**src/rtl/ts_stub_writer.sv**
```systemverilog
// ---------------------------------------------------------------------------
// ts_stub_writer
//
// Producer side of the per-crossing stub hand-off in the trigger stub path.
// Stubs of one bunch crossing are gathered into one half of a ping-pong
// buffer. At the end of the crossing the filled half and its stub count are
// handed to the processing side, which reads the stubs back by address and
// releases the half with proc_done.
//
// Parameters
//   STUB_W    stub word width
//   CNT_BITS  stub count width; each bank stores at most 2^CNT_BITS-1 stubs
//
// Ports
//   clk        in   processing clock, all logic on rising edge
//   rst        in   asynchronous active-high reset
//   in_valid   in   in_data carries a stub this cycle
//   in_data    in   stub word
//   in_bx_end  in   last cycle of the current crossing
//   proc_done  in   consumer has finished with the bank it was handed (pulse)
//   rd_addr    in   read index into the handed-off bank
//   rd_data    out  registered read data (1 cycle latency)
//   out_ld     out  hand-off pulse, drives the consumer's ld_en
//   out_cnt    out  stub count of the handed-off bank, drives consumer init
//   out_bank   out  bank currently owned by the reader
//   out_ovf    out  handed-off crossing exceeded the bank capacity
//   drop_stub  out  a stub was discarded (overflow or while holding)
//   lost_bx    out  a whole crossing was discarded while holding
// ---------------------------------------------------------------------------
module ts_stub_writer #(
  parameter int STUB_W   = 32,
  parameter int CNT_BITS = 6
) (
  input  logic                clk,
  input  logic                rst,
  input  logic                in_valid,
  input  logic [STUB_W-1:0]   in_data,
  input  logic                in_bx_end,
  input  logic                proc_done,
  input  logic [CNT_BITS-1:0] rd_addr,
  output logic [STUB_W-1:0]   rd_data,
  output logic                out_ld,
  output logic [CNT_BITS-1:0] out_cnt,
  output logic                out_bank,
  output logic                out_ovf,
  output logic                drop_stub,
  output logic                lost_bx
);

  localparam int DEPTH = 1 << CNT_BITS;
  // All-ones count is the capacity; the last word of each bank stays unused
  // so the count never has to represent DEPTH.
  localparam logic [CNT_BITS-1:0] MAX_CNT = '1;

  typedef enum logic {
    FILL,
    HOLD
  } state_t;

  // Both banks live in one array; the bank index is the address MSB.
  logic [STUB_W-1:0] mem [0:2*DEPTH-1];

  state_t              state, state_n;
  logic                wbank, wbank_n;
  logic [CNT_BITS-1:0] wcnt, wcnt_n;
  logic                wovf, wovf_n;
  logic                rd_busy, rd_busy_n;

  logic                out_ld_n;
  logic [CNT_BITS-1:0] out_cnt_n;
  logic                out_bank_n;
  logic                out_ovf_n;
  logic                drop_n;
  logic                lost_n;

  logic                wr_en;
  logic                handoff;
  logic [CNT_BITS-1:0] cnt_fin;
  logic                ovf_fin;

  // Next-state and output decode. cnt_fin/ovf_fin are the count and overflow
  // flag after this cycle's stub (if any), so a stub arriving together with
  // in_bx_end is counted in the crossing being handed off.
  always_comb begin
    state_n    = state;
    wbank_n    = wbank;
    wcnt_n     = wcnt;
    wovf_n     = wovf;
    rd_busy_n  = rd_busy;
    out_ld_n   = 1'b0;
    out_cnt_n  = out_cnt;
    out_bank_n = out_bank;
    out_ovf_n  = out_ovf;
    drop_n     = 1'b0;
    lost_n     = 1'b0;
    wr_en      = 1'b0;
    handoff    = 1'b0;
    cnt_fin    = wcnt;
    ovf_fin    = wovf;

    case (state)
      FILL: begin
        if (in_valid) begin
          if (wcnt != MAX_CNT) begin
            wr_en   = 1'b1;
            cnt_fin = wcnt + 1'b1;
          end else begin
            ovf_fin = 1'b1;
            drop_n  = 1'b1;
          end
        end
        wcnt_n = cnt_fin;
        wovf_n = ovf_fin;
        if (in_bx_end) begin
          // A release in the same cycle frees the other bank just in time.
          if (!rd_busy || proc_done) begin
            handoff = 1'b1;
          end else begin
            state_n = HOLD;
          end
        end else if (proc_done) begin
          rd_busy_n = 1'b0;
        end
      end

      HOLD: begin
        // The completed crossing is frozen; nothing new can be stored.
        if (in_valid) begin
          drop_n = 1'b1;
        end
        if (proc_done) begin
          handoff = 1'b1;
          state_n = FILL;
        end else if (in_bx_end) begin
          lost_n = 1'b1;
        end
      end

      default: begin
        state_n = FILL;
      end
    endcase

    // Hand-off: the writer's bank becomes the reader's, the writer moves to
    // the other (just released) bank and starts a fresh crossing.
    if (handoff) begin
      out_ld_n   = 1'b1;
      out_bank_n = wbank;
      out_cnt_n  = cnt_fin;
      out_ovf_n  = ovf_fin;
      rd_busy_n  = 1'b1;
      wbank_n    = ~wbank;
      wcnt_n     = '0;
      wovf_n     = 1'b0;
    end
  end

  // Control and output registers. out_bank resets to 1 so the reader never
  // aliases the bank the writer starts filling.
  always_ff @(posedge clk or posedge rst) begin
    if (rst) begin
      state     <= FILL;
      wbank     <= 1'b0;
      wcnt      <= '0;
      wovf      <= 1'b0;
      rd_busy   <= 1'b0;
      out_ld    <= 1'b0;
      out_cnt   <= '0;
      out_bank  <= 1'b1;
      out_ovf   <= 1'b0;
      drop_stub <= 1'b0;
      lost_bx   <= 1'b0;
    end else begin
      state     <= state_n;
      wbank     <= wbank_n;
      wcnt      <= wcnt_n;
      wovf      <= wovf_n;
      rd_busy   <= rd_busy_n;
      out_ld    <= out_ld_n;
      out_cnt   <= out_cnt_n;
      out_bank  <= out_bank_n;
      out_ovf   <= out_ovf_n;
      drop_stub <= drop_n;
      lost_bx   <= lost_n;
    end
  end

  // Stub storage write port; the writer only ever touches its own bank.
  always_ff @(posedge clk) begin
    if (wr_en) begin
      mem[{wbank, wcnt}] <= in_data;
    end
  end

  // Read port uses the registered out_bank, so a read issued in the out_ld
  // cycle already sees the newly handed-off bank.
  always_ff @(posedge clk or posedge rst) begin
    if (rst) begin
      rd_data <= '0;
    end else begin
      rd_data <= mem[{out_bank, rd_addr}];
    end
  end

endmodule

```
**config.mk**
```make
export PLATFORM = sky130hd
export DESIGN_NAME = ts_stub_writer
export DESIGN_NICKNAME = d
export VERILOG_FILES = /design/src/rtl/ts_stub_writer.sv
export SDC_FILE = /design/constraint.sdc
export NUM_CORES = 2
export LEC_CHECK = 0
export CAP_MARGIN = 20
export CORE_ASPECT_RATIO = 1.5
export CORE_MARGIN = 8
export CORE_UTILIZATION = 60
export DETAILED_ROUTE_END_ITERATION = 10
export GPL_ROUTABILITY_DRIVEN = 0
export PLACE_DENSITY = 0.76
export RECOVER_POWER = 50
export SLEW_MARGIN = 20
export SYNTH_ARGS = -nofsm -noshare
export SYNTH_HDL_FRONTEND = slang
export SYNTH_SLANG_ARGS = --single-unit
```
**constraint.sdc**
```tcl
create_clock -name clk -period 3.9 [get_ports clk]
set_input_delay 0.78 -clock clk [delete_from_list [all_inputs] [get_ports clk]]
set_output_delay 0.78 -clock clk [all_outputs]
set_load 0.01 [all_outputs]
```
==> results_dict.tcl <==
set metrics [dict create \
    cts.repair.resized 0 \
    routed_wirelength_mm 470 \
    power.density_nw_per_um2 517 \
    place_inst 9774 \
    cts_tree "built" \
    overflow 0 \
    rsz0062_at_grt "false" \
    synth.distinct_cells 35 \
    violations "max-capacitance violations, max-slew violations" \
    initial_core_util_pct 60.2 \
    drt_iter0_markers 14100 \
    portBuffers 85 \
    synthArstFlopShare_pct 1.28 \
    cts_sinks 4149 \
    wl_per_cell_um 44.5 \
    numCtsBuffers 358 \
    grt_usage_pct 32.6 \
    postSynthCellCount 6073 \
    std_cell_rows 230 \
    yosysWarningCount 0 \
    dieHeight_um 643 \
    drive_gt1_share_pct 35.7 \
    first_pass_iters 6 \
    vias 77000 \
    crit_path_max_fanout 80 \
    cp-end-kind "register" \
    timing.slew.headroom_pct -173 \
    finalClockSkew_ns 0.0709 \
    clkLatencyLatePin_ns 0.93 \
    synth_edf_count 4096 \
    fmax_mhz 272 \
    holdWs_ns 0.506 \
    cp_slowest_cell "clkbuf_1" \
    required_ns 4.29 \
    slew_violations 2536 \
    grt_pass1_wl_mm 625 \
    syn_area_per_cell_um2 25.9 \
    cp-startpoint "in_data[9]" \
    die_area_um2 279000 \
    path_class "input pin to register" \
    timing.final.hold_violations 0 \
    max_stage_delay_ns 1.64 \
    htreeDepth 5 \
    min_period_over_period_pct 94.2 \
    die_w_um 434 \
    finalNonFillerCells 10600 \
    start_kind "input pin" \
    yosys_most_used_dff "edfxtp_1" \
    hpwl_mm 256 \
    postLayoutCoreUtil_pct 68.9 \
    path_delay_family "buffers and inverters" \
    ioPinCount 86 \
    syn-cell-area_um2 157000 \
    worstHoldStart "wovf" \
    r2r_cells 4 \
    antenna_found_initial 70 \
    post_cts_buffers 0 \
    viasPerCell 7.29 \
    cts_root_buf "clkbuf_16" \
    leakage_uw 0.0554 \
    finalNetCount 6699 \
    core_area_um2 261000 \
    clk_transition_reported_paths_ns 0.06 \
    synth_nets 6117 \
    drc_errors 0 \
    final.setup.tns_ns 0 \
    worst_pin_slew_ns 4.09 \
    ys_ff_latch 4149 \
    ir_worst_vdd_v 0.000404 \
    first_global_vias 77800 \
    min_path_type "register to register" \
    arrival_ns 4.06 \
    cp.depth 2 \
    clk_path_buf_depth 4 \
    finalWorstPathRequiredPeriod_ns 3.67 \
    critPathBufInv 2 \
    drtAntennaViolNets 0 \
    grt_max_degree 129 \
    path_cells "clkbuf_2 > clkbuf_1" \
    syn_to_final_growth_pct 14.5 \
    setup_violations 0 \
    cts_hold_buf 0 \
    r2r_start "wcnt[4]" \
    yosysSeqAreaShare_pct 79.0 \
    stdcell_area_um2 180000 \
    maxCapViolCount 37 \
    hold_depth 2 \
    status "finished, violations left" \
    placed_area_um2 168000 \
]
==> metal layers <==
layer  track usage [%]  part of all wire, %
met5                 0                0.045
met4              23.6                  9.4
met3              7.42                   12
met1              38.5                   29
met2              52.9                   49
==> area by class of cell <==
type / count / area [um^2]
Sequential cell: 4149 / 124000
Fill cell: 14500 / 81200
Multi-Input combinational cell: 1596 / 32600
Clock buffer: 431 / 9510
Timing Repair Buffer: 547 / 6830
Tap cell: 3480 / 4350
Clock inverter: 218 / 2100
Antenna cell: 134 / 335
Inverter: 3 / 12.5
==> kinds of logic (layout without fill, tap and decap cells) <==
kind of cell	Yosys count	count (layout)	share of synthesized area, %
other	0	134	0
muxes	1380	1380	19.5
xor gates and xnor gates	2	2	0.0111
adders and majority gates	1	1	0.00795
DFF	4149	4149	79.0
AOI/OAI and AO/OA	16	16	0.0597
buffers and inverters	328	1199	0.861
and+or+nand+nor	197	197	0.523
==> metrics by stage <==
stage	setup WS, ns	total power [uW]
floorplan	0.105	53300
global placement	-0.178	57100
detailed placement	-0.186	57300
CTS	0.548	92700
global route	0.316	94400
finish	0.226	93000
==> registers in the layout, indices dropped and copies added (netlist names) <==
| register | flops |
|---|---|
| out_cnt | 6 |
| wcnt | 6 |
| rd_busy | 1 |
| drop_stub | 1 |
| lost_bx | 1 |
| rd_data | 32 |
| out_bank | 1 |
| state | 1 |
| out_ovf | 1 |
| mem | 4096 |
| wbank | 1 |
| wovf | 1 |
| out_ld | 1 |
==> placed cells by master, fill, tap and decap left out, drive strengths merged, types with 2 or more instances in the layout <==
| master | netlist | routed |
|---|---|---|
| or3b | 2 | 2 |
| o21a | 2 | 2 |
| nand2b | 3 | 3 |
| mux2 | 32 | 32 |
| buf | 129 | 441 |
| mux4 | 1344 | 1344 |
| nand3b | 3 | 3 |
| dfrtp | 52 | 52 |
| clkinv | 0 | 153 |
| nor2 | 141 | 141 |
| clkdlybuf4s50 | 0 | 46 |
| o21ai | 8 | 8 |
| nand2 | 25 | 25 |
| edfxtp | 4096 | 4096 |
| nand4 | 2 | 2 |
| xnor2 | 2 | 2 |
| clkbuf | 196 | 489 |
| bufinv | 0 | 37 |
| diode | 0 | 134 |
| inv | 3 | 14 |
| or3 | 2 | 2 |
| nor2b | 6 | 6 |
| mux2i | 4 | 4 |
| a21oi | 2 | 2 |
| nand3 | 8 | 8 |
| clkinvlp | 0 | 17 |
==> synth_stat cells (2+ instances only) <==
library cell	count	area share, %
mux2_2	32	0.23
inv_1	3	0.0072
clkbuf_1	196	0.47
buf_2	81	0.26
dfrtp_1	52	0.83
mux2i_1	4	0.025
buf_6	2	0.014
or3b_2	2	0.011
nand2b_1	3	0.012
nand3b_1	3	0.014
nand4_1	2	0.0080
o21ai_0	8	0.025
buf_1	44	0.10
nor2b_1	6	0.024
edfxtp_1	4096	78
nand3_1	8	0.025
a21oi_1	2	0.0064
xnor2_1	2	0.011
buf_4	2	0.0095
o21a_1	2	0.0095
nor2_1	141	0.34
or3_1	2	0.0080
nand2_1	25	0.060
mux4_2	1344	19
==> final timing paths <==
kind	end	slack, ns
worst min-delay path	wovf	0.51
min in group asynchronous	rd_data[16]	0.92
worst max register to register	mem[0][4]	0.61
worst max-delay path	mem[61][9]	0.23
worst min register to register	wovf	0.51
max in group asynchronous	out_cnt[4]	0.68
==> power by group <==
part / switching [uW] / leakage, uW / internal, uW / total (uW)
Sequential: 510 / 0.0375 / 49400 / 49900
Clock: 16400 / 0.00566 / 19900 / 36300
Combinational: 4270 / 0.0123 / 2510 / 6780
(Power assumes the default switching activity.)
